### src/rtl/serial_adder.sv
// Bit-serial WIDTH-bit adder: one fulladder1b evaluates one bit pair per clock, LSB first,
// with the carry held in a flop between bits and a start/busy/done handshake around it.

module fulladder1b (
  input  logic a,
  input  logic b,
  input  logic cin,
  output logic s,
  output logic cout
);
  assign s    = a ^ b ^ cin;
  assign cout = (a & b) | (cin & (a ^ b));
endmodule

module serial_adder #(
  parameter int WIDTH = 8
) (
  input  logic             clk,
  input  logic             rst,
  input  logic             start,
  input  logic [WIDTH-1:0] a,
  input  logic [WIDTH-1:0] b,
  input  logic             cin,
  output logic [WIDTH-1:0] sum,
  output logic             cout,
  output logic             busy,
  output logic             done
);
  // One extra counter bit keeps WIDTH=1 legal (a zero-width counter would not be).
  localparam int CW = $clog2(WIDTH) + 1;
  localparam logic [CW-1:0] LAST = CW'(WIDTH - 1);

  typedef enum logic [1:0] {IDLE, SHIFT, DONE} state_t;

  state_t           state;
  logic [WIDTH-1:0] a_sh;
  logic [WIDTH-1:0] b_sh;
  logic [WIDTH-1:0] res;
  logic [WIDTH-1:0] res_next;
  logic             carry;
  logic [CW-1:0]    cnt;
  logic             fa_s;
  logic             fa_cout;

  fulladder1b u_fa (
    .a    (a_sh[0]),
    .b    (b_sh[0]),
    .cin  (carry),
    .s    (fa_s),
    .cout (fa_cout)
  );

  // NOTE: every variable written in always_comb gets a default first, so no latch is inferred.
  always_comb begin
    res_next            = res >> 1;
    res_next[WIDTH-1]   = fa_s;
  end

  // NOTE: sequential state uses non-blocking assignments only, so all flops update together.
  always_ff @(posedge clk) begin
    if (rst) begin
      state <= IDLE;
      a_sh  <= '0;
      b_sh  <= '0;
      res   <= '0;
      carry <= 1'b0;
      cnt   <= '0;
      sum   <= '0;
      cout  <= 1'b0;
      busy  <= 1'b0;
      done  <= 1'b0;
    end else begin
      case (state)
        IDLE: begin
          done <= 1'b0;
          if (start) begin
            a_sh  <= a;
            b_sh  <= b;
            carry <= cin;
            cnt   <= '0;
            busy  <= 1'b1;
            state <= SHIFT;
          end
        end
        SHIFT: begin
          a_sh  <= a_sh >> 1;
          b_sh  <= b_sh >> 1;
          res   <= res_next;
          carry <= fa_cout;
          cnt   <= cnt + CW'(1);
          if (cnt == LAST) begin
            // Final bit: publish the complete result together with the last carry.
            sum   <= res_next;
            cout  <= fa_cout;
            busy  <= 1'b0;
            done  <= 1'b1;
            state <= DONE;
          end
        end
        DONE: begin
          done  <= 1'b0;
          state <= IDLE;
        end
        default: begin
          busy  <= 1'b0;
          done  <= 1'b0;
          state <= IDLE;
        end
      endcase
    end
  end

endmodule

### config.mk
export PLATFORM = sky130hd
export DESIGN_NAME = serial_adder
export DESIGN_NICKNAME = d
export VERILOG_FILES = /design/src/rtl/serial_adder.sv
export SDC_FILE = /design/constraint.sdc
export NUM_CORES = 1
export LEC_CHECK = 0
export BUFFER_PORTS_ARGS = -buffer_cell sky130_fd_sc_hd__buf_4
export CAP_MARGIN = 25
export CELL_PAD_IN_SITES_DETAIL_PLACEMENT = 0
export CELL_PAD_IN_SITES_GLOBAL_PLACEMENT = 1
export CORE_MARGIN = 2
export CORE_UTILIZATION = 45
export CTS_BUF_LIST = sky130_fd_sc_hd__clkbuf_4 sky130_fd_sc_hd__clkbuf_8
export DETAILED_ROUTE_END_ITERATION = 10
export GPL_TIMING_DRIVEN = 0
export PLACE_DENSITY_LB_ADDON = 0.1
export SYNTH_ARGS = -nofsm -noshare
export SYNTH_HDL_FRONTEND = slang
export SYNTH_SLANG_ARGS = --single-unit
### constraint.sdc
create_clock -name clk -period 2 [get_ports clk]
set_clock_uncertainty 0.15 [all_clocks]
set_input_delay 0.3 -clock clk [delete_from_list [all_inputs] [get_ports clk]]
set_output_delay 0.3 -clock clk [all_outputs]
set_load 0.005 [all_outputs]
Word-level counts from Yosys, hierarchy flattened:

Cells that the tools add are included.

* flip-flop bits (word level): 42
* input port bits: 20
* output and inout bits: 11
* word-level logic and storage cells: 44

* add/subtract/negate cells: 1
* equal/unequal tests: 5
* muxes and demuxes: 14
* bitwise gates (word level): 7
* reductions and logical operators: 7

Operators with widths (count)
* $pmux W8 S2: 2
* $mux W8: 2
* $pmux W4 S2: 1
* $reduce_and A2 Y1: 3
* $add A4 B1 Y4 const B: 1
* $eq A4 B3 Y1 const B: 1
* $mux W2: 2
* $mux W4: 1
* $ne A2 B2 Y1 const B: 2
* $pmux W2 S2: 1
* $mux W1: 3
* $pmux W1 S3: 1
* $reduce_and A3 Y1: 1
* $and A1 B1 Y1: 2
* $eq A2 B1 Y1 const B: 1
* $eq A2 B2 Y1 const B: 1
* $logic_not A2 Y1: 1
* $not A1 Y1: 2
* $pmux W1 S2: 1
* $reduce_bool A2 Y1: 1
* $reduce_or A2 Y1: 1
* $xor A1 B1 Y1: 2
* $or A1 B1 Y1: 1

Depth between registers and ports, before layout:

* word-level depth: 4
* gate-level depth with buffers: 6
* depth with buffers taken out: 4

By module:

A second synthesis with hierarchy kept.

* cell total of the unflattened synthesis: 198
* area, all modules: 1715.4 µm²

By module, submodules not included
* serial_adder: instances 1, cells each 197, area an instance 1695.4 µm², seq. area each 820.8 µm²
* fulladder1b: instances 1, cells each 1, area an instance 20.0 µm², seq. area each 0.0 µm²

Worst setup path before layout:

Ideal clock, no wire load.

* path type: flip-flop to flip-flop
* from: reg cnt[0]
* to: reg done
* setup time: 0.128 ns
* data arrival time: 1.053 ns
* required time: 1.722 ns
* slack: 0.669 ns
* cell stages (with the launch flop): 6
* buffers on the path: 1
* period minus slack after synthesis: 1.331 ns
* cells stage by stage: dfxtp_1 -> ha_1 -> and3b_1 -> buf_2 -> o21ai_0 -> nor2_1

* longest elaborated chain between the ends: 1

Ends and longest elaborated chain
* from (decl): line 41 `logic [CW-1:0] cnt;`
* from (signal assigned): line 90 `cnt <= cnt + CW'(1);`
* $eq A4 B3 Y1: line 91 `if (cnt == LAST) begin`
* to (signal assigned): line 96 `done <= 1'b1;`
* to (signal assigned): line 101 `done <= 1'b0;`
* to (signal assigned): line 106 `done <= 1'b0;`
* to (decl): line 27 `output logic done`

No other way between the ends.
A chain may end at the register's enable or synchronous reset.

Final worst setup path:

* from: reg cnt[0]
* to: reg cout

* longest elaborated chain between the ends: 2

Ends and longest elaborated chain
* $eq A4 B3 Y1: line 91
* $reduce_and A2 Y1 (no source line)
* to (signal assigned): line 94 `cout <= fa_cout;`
* to (decl): line 25 `output logic cout,`

No other way between the ends.

==> metrics.cfg <==
[routing]
first_pass_iters = 4
wire_per_inst_um = 14.6
drtIter0Drc = 78
detail-route-antenna-nets = 0
finalWirelength_um = 4110
vias = 1546
vias_per_cell = 5.50
drc = 0

[global_route]
grt_max_degree = 12
globalRouteOverflowTotal = 0
antenna_found_initial = 0
grt_pass1_wl_um = 7270
grt.total_usage_pct = 22.4
grt_pass1_vias = 1614

[floorplan]
die_area_um2 = 4310
core.rowCount = 22
core_um2 = 3660
start_util_pct = 46.7
io_pins = 31
die_h_um = 65.6
dieWidth_um = 65.6

[setup_path]
startpoint_type = flip-flop
critPathLaunch = cnt[0]$_SDFFE_PP0P_
rr_startpoint = cnt[0]$_SDFFE_PP0P_
path_max_fanout = 10
crit_arrival_ns = 1.70
cp_top_family = buffers and inverters
crit_buf_inv = 1
cp_cell_sequence = ha_1, nand3b_1, clkbuf_1, o21ai_0, a21oi_1
critPathKind = reg2reg
required_ns = 2.06
slowest_stage = clkbuf_1
critPathMaxStageDelay_ns = 0.37
critical_path.endpoint_type = flip-flop

[sta]
fmax_ghz = 0.611
period_share_pct = 81.8
worstMarginPinSlew_ns = 0.532
tns_ns = 0
hold_viol_final = 0
period_minus_slack_ns = 1.64
setup_viol = 0
rsz0062_at_grt = false
worst_slew_margin_rel_pct = 64.5
finalMaxSlewViolations = 0

[layout]
nNetsFinal = 255
n_antenna_cell = 0
syn_to_final_growth_pct = 21.5
drive_above_1_share_pct = 21.0
fin_cells = 281

[pwr]
pwr-share-seq_pct = 54.0
p_sw_uw = 393
clockPowerShare_pct = 33.7
ir_drop_uv = 455
finalPower_uw = 1630
p_sw_share_pct = 24.1
internal_power_uw = 1230
powerDensity_nw_per_um2 = 784
p_leak_uw = 0.000799
p_comb_share_pct = 12.3

[synthesis]
yosys-top-cells-count = dfxtp_1 (41), nor2_1 (28), a21oi_1 (19)
postSynthAreaPerCell_um2 = 8.68
synth_cell_types = 30
synth_warnings = 0
syn-cell-area_um2 = 1710
synth-seq-area-share_pct = 48.0
syn-num-nets = 219
synth_edf_count = 0
synthTopCellsByArea = dfxtp_1 (48%), a211oi_1 (7.0%), nor2_1 (6.1%)
synthFlopType = dfxtp_1
synth_top_area_share_pct = 48.0
synth_top_cell_by_area = dfxtp_1
syn_inst = 197
yosysMostFrequentCell = dfxtp_1
async_reset_ff_share_pct = 0
ys_ff_latch = 41

[clock_tree]
clk_pin_slew_ns = 0.07
cts_tree = done
clk_path_buf_depth = 2
clock-sinks = 41
clockRootBuffer = clkbuf_8
htreeDepth = 2
clkLatencyLatePin_ns = 0.29
ctsResizeCount = 0
cts_setup_buffers = 0
numCtsBuffers = 5
ctsHoldBuffers = 0

[status]
outcome = finished, final reports clean

[placed_design]
dp_hpwl_um = 2900
place_congestion = 0.793
dp.cells = 274
port_buffers = 29

[min_path]
holdCritStartpoint = a[7]
worstHoldPathType = in2reg

[job]
max_cap_viol_count = 0

-- sequential cells by signal, summed over array words and instances (netlist names), 2 cells and up --
name and count:
a_sh 8, b_sh 8, cnt 4, res 7, state 2, sum 8
-- tightest hold or removal path, delay by kind of cell --
family | cells | cell delay, ns
AOI/OAI and AO/OA | 1 | 0.05
and+or+nand+nor | 1 | 0.07
buffers and inverters | 1 | 0.08
-- per-layer routing --
layer,up-vias,part of all wire [%],global-route usage [%]
met5,-,0,0
met4,0,0,8.07
met3,0,5.5,7.02
met2,37,48,36.9
met1,735,47,27.3
li1,774,-,-
-- placed cells by master (no fill, tap or decap), types with 2 or more instances in the layout --
cell type,Yosys,layout
a211oi_1,16,16
a21oi_1,19,19
a22oi_1,3,3
buf_2,4,4
buf_4,5,34
buf_6,2,2
clkbuf_1,7,7
clkbuf_8,0,6
dfxtp_1,41,41
inv_1,2,2
nand2_1,18,18
nand3_1,12,12
nor2_1,28,28
o21ai_0,10,10
o22ai_1,7,7
o2bb2ai_1,8,8
-- power groups by stage --
stage               sequential, µW  clock (µW)  combinational [µW]
finish                         879         549                 200
global route                   884         603                 224
CTS                            879         567                 201
detailed placement             898           0                 199
global placement               896           0                 196
floorplan                      891           0                 135
-- through the flow --
| step | hold WS, ns | area, µm² | util (%) | worst slack, ns |
|---|---|---|---|---|
| floorplan | 0.287 | 1710 | - | 0.669 |
| global placement | 0.300 | 1990 | 54.3 | 0.435 |
| detailed placement | 0.305 | 1990 | 54.3 | 0.414 |
| CTS | 0.0950 | 2080 | 56.7 | 0.390 |
| global route | 0.134 | 2080 | 56.7 | 0.183 |
| finish | 0.102 | 2080 | 56.7 | 0.365 |
-- logic make-up (layout without fill, tap and decap cells) --
| kind of cell | after synthesis | count (layout) | share of synthesized area, % |
|---|---|---|---|
| DFF | 41 | 41 | 48.0 |
| adders and majority gates | 2 | 2 | 1.90 |
| AOI/OAI and AO/OA | 68 | 68 | 26.2 |
| buffers and inverters | 20 | 56 | 6.66 |
| and+or+nand+nor | 66 | 66 | 17.2 |
-- worst paths after layout --
kind         depth (start not counted)              endpoint  slack (ns)
max reg2reg                          5     cout$_SDFFE_PP0P_        0.36
max                                  5     cout$_SDFFE_PP0P_        0.36
min reg2reg                          2   res[5]$_SDFFE_PP0P_        0.32
min                                  3  a_sh[7]$_SDFFE_PP0P_        0.10
-- area by class of cell --
type	instances	area [µm²]
Fill cell	365	1580
Multi-Input combinational cell	136	774
Clock buffer	7	90.1
Timing Repair Buffer	29	218
Buffer	18	106
Tap cell	48	60.1
Sequential cell	41	821
Inverter	2	7.51
(Power assumes the default switching activity.)
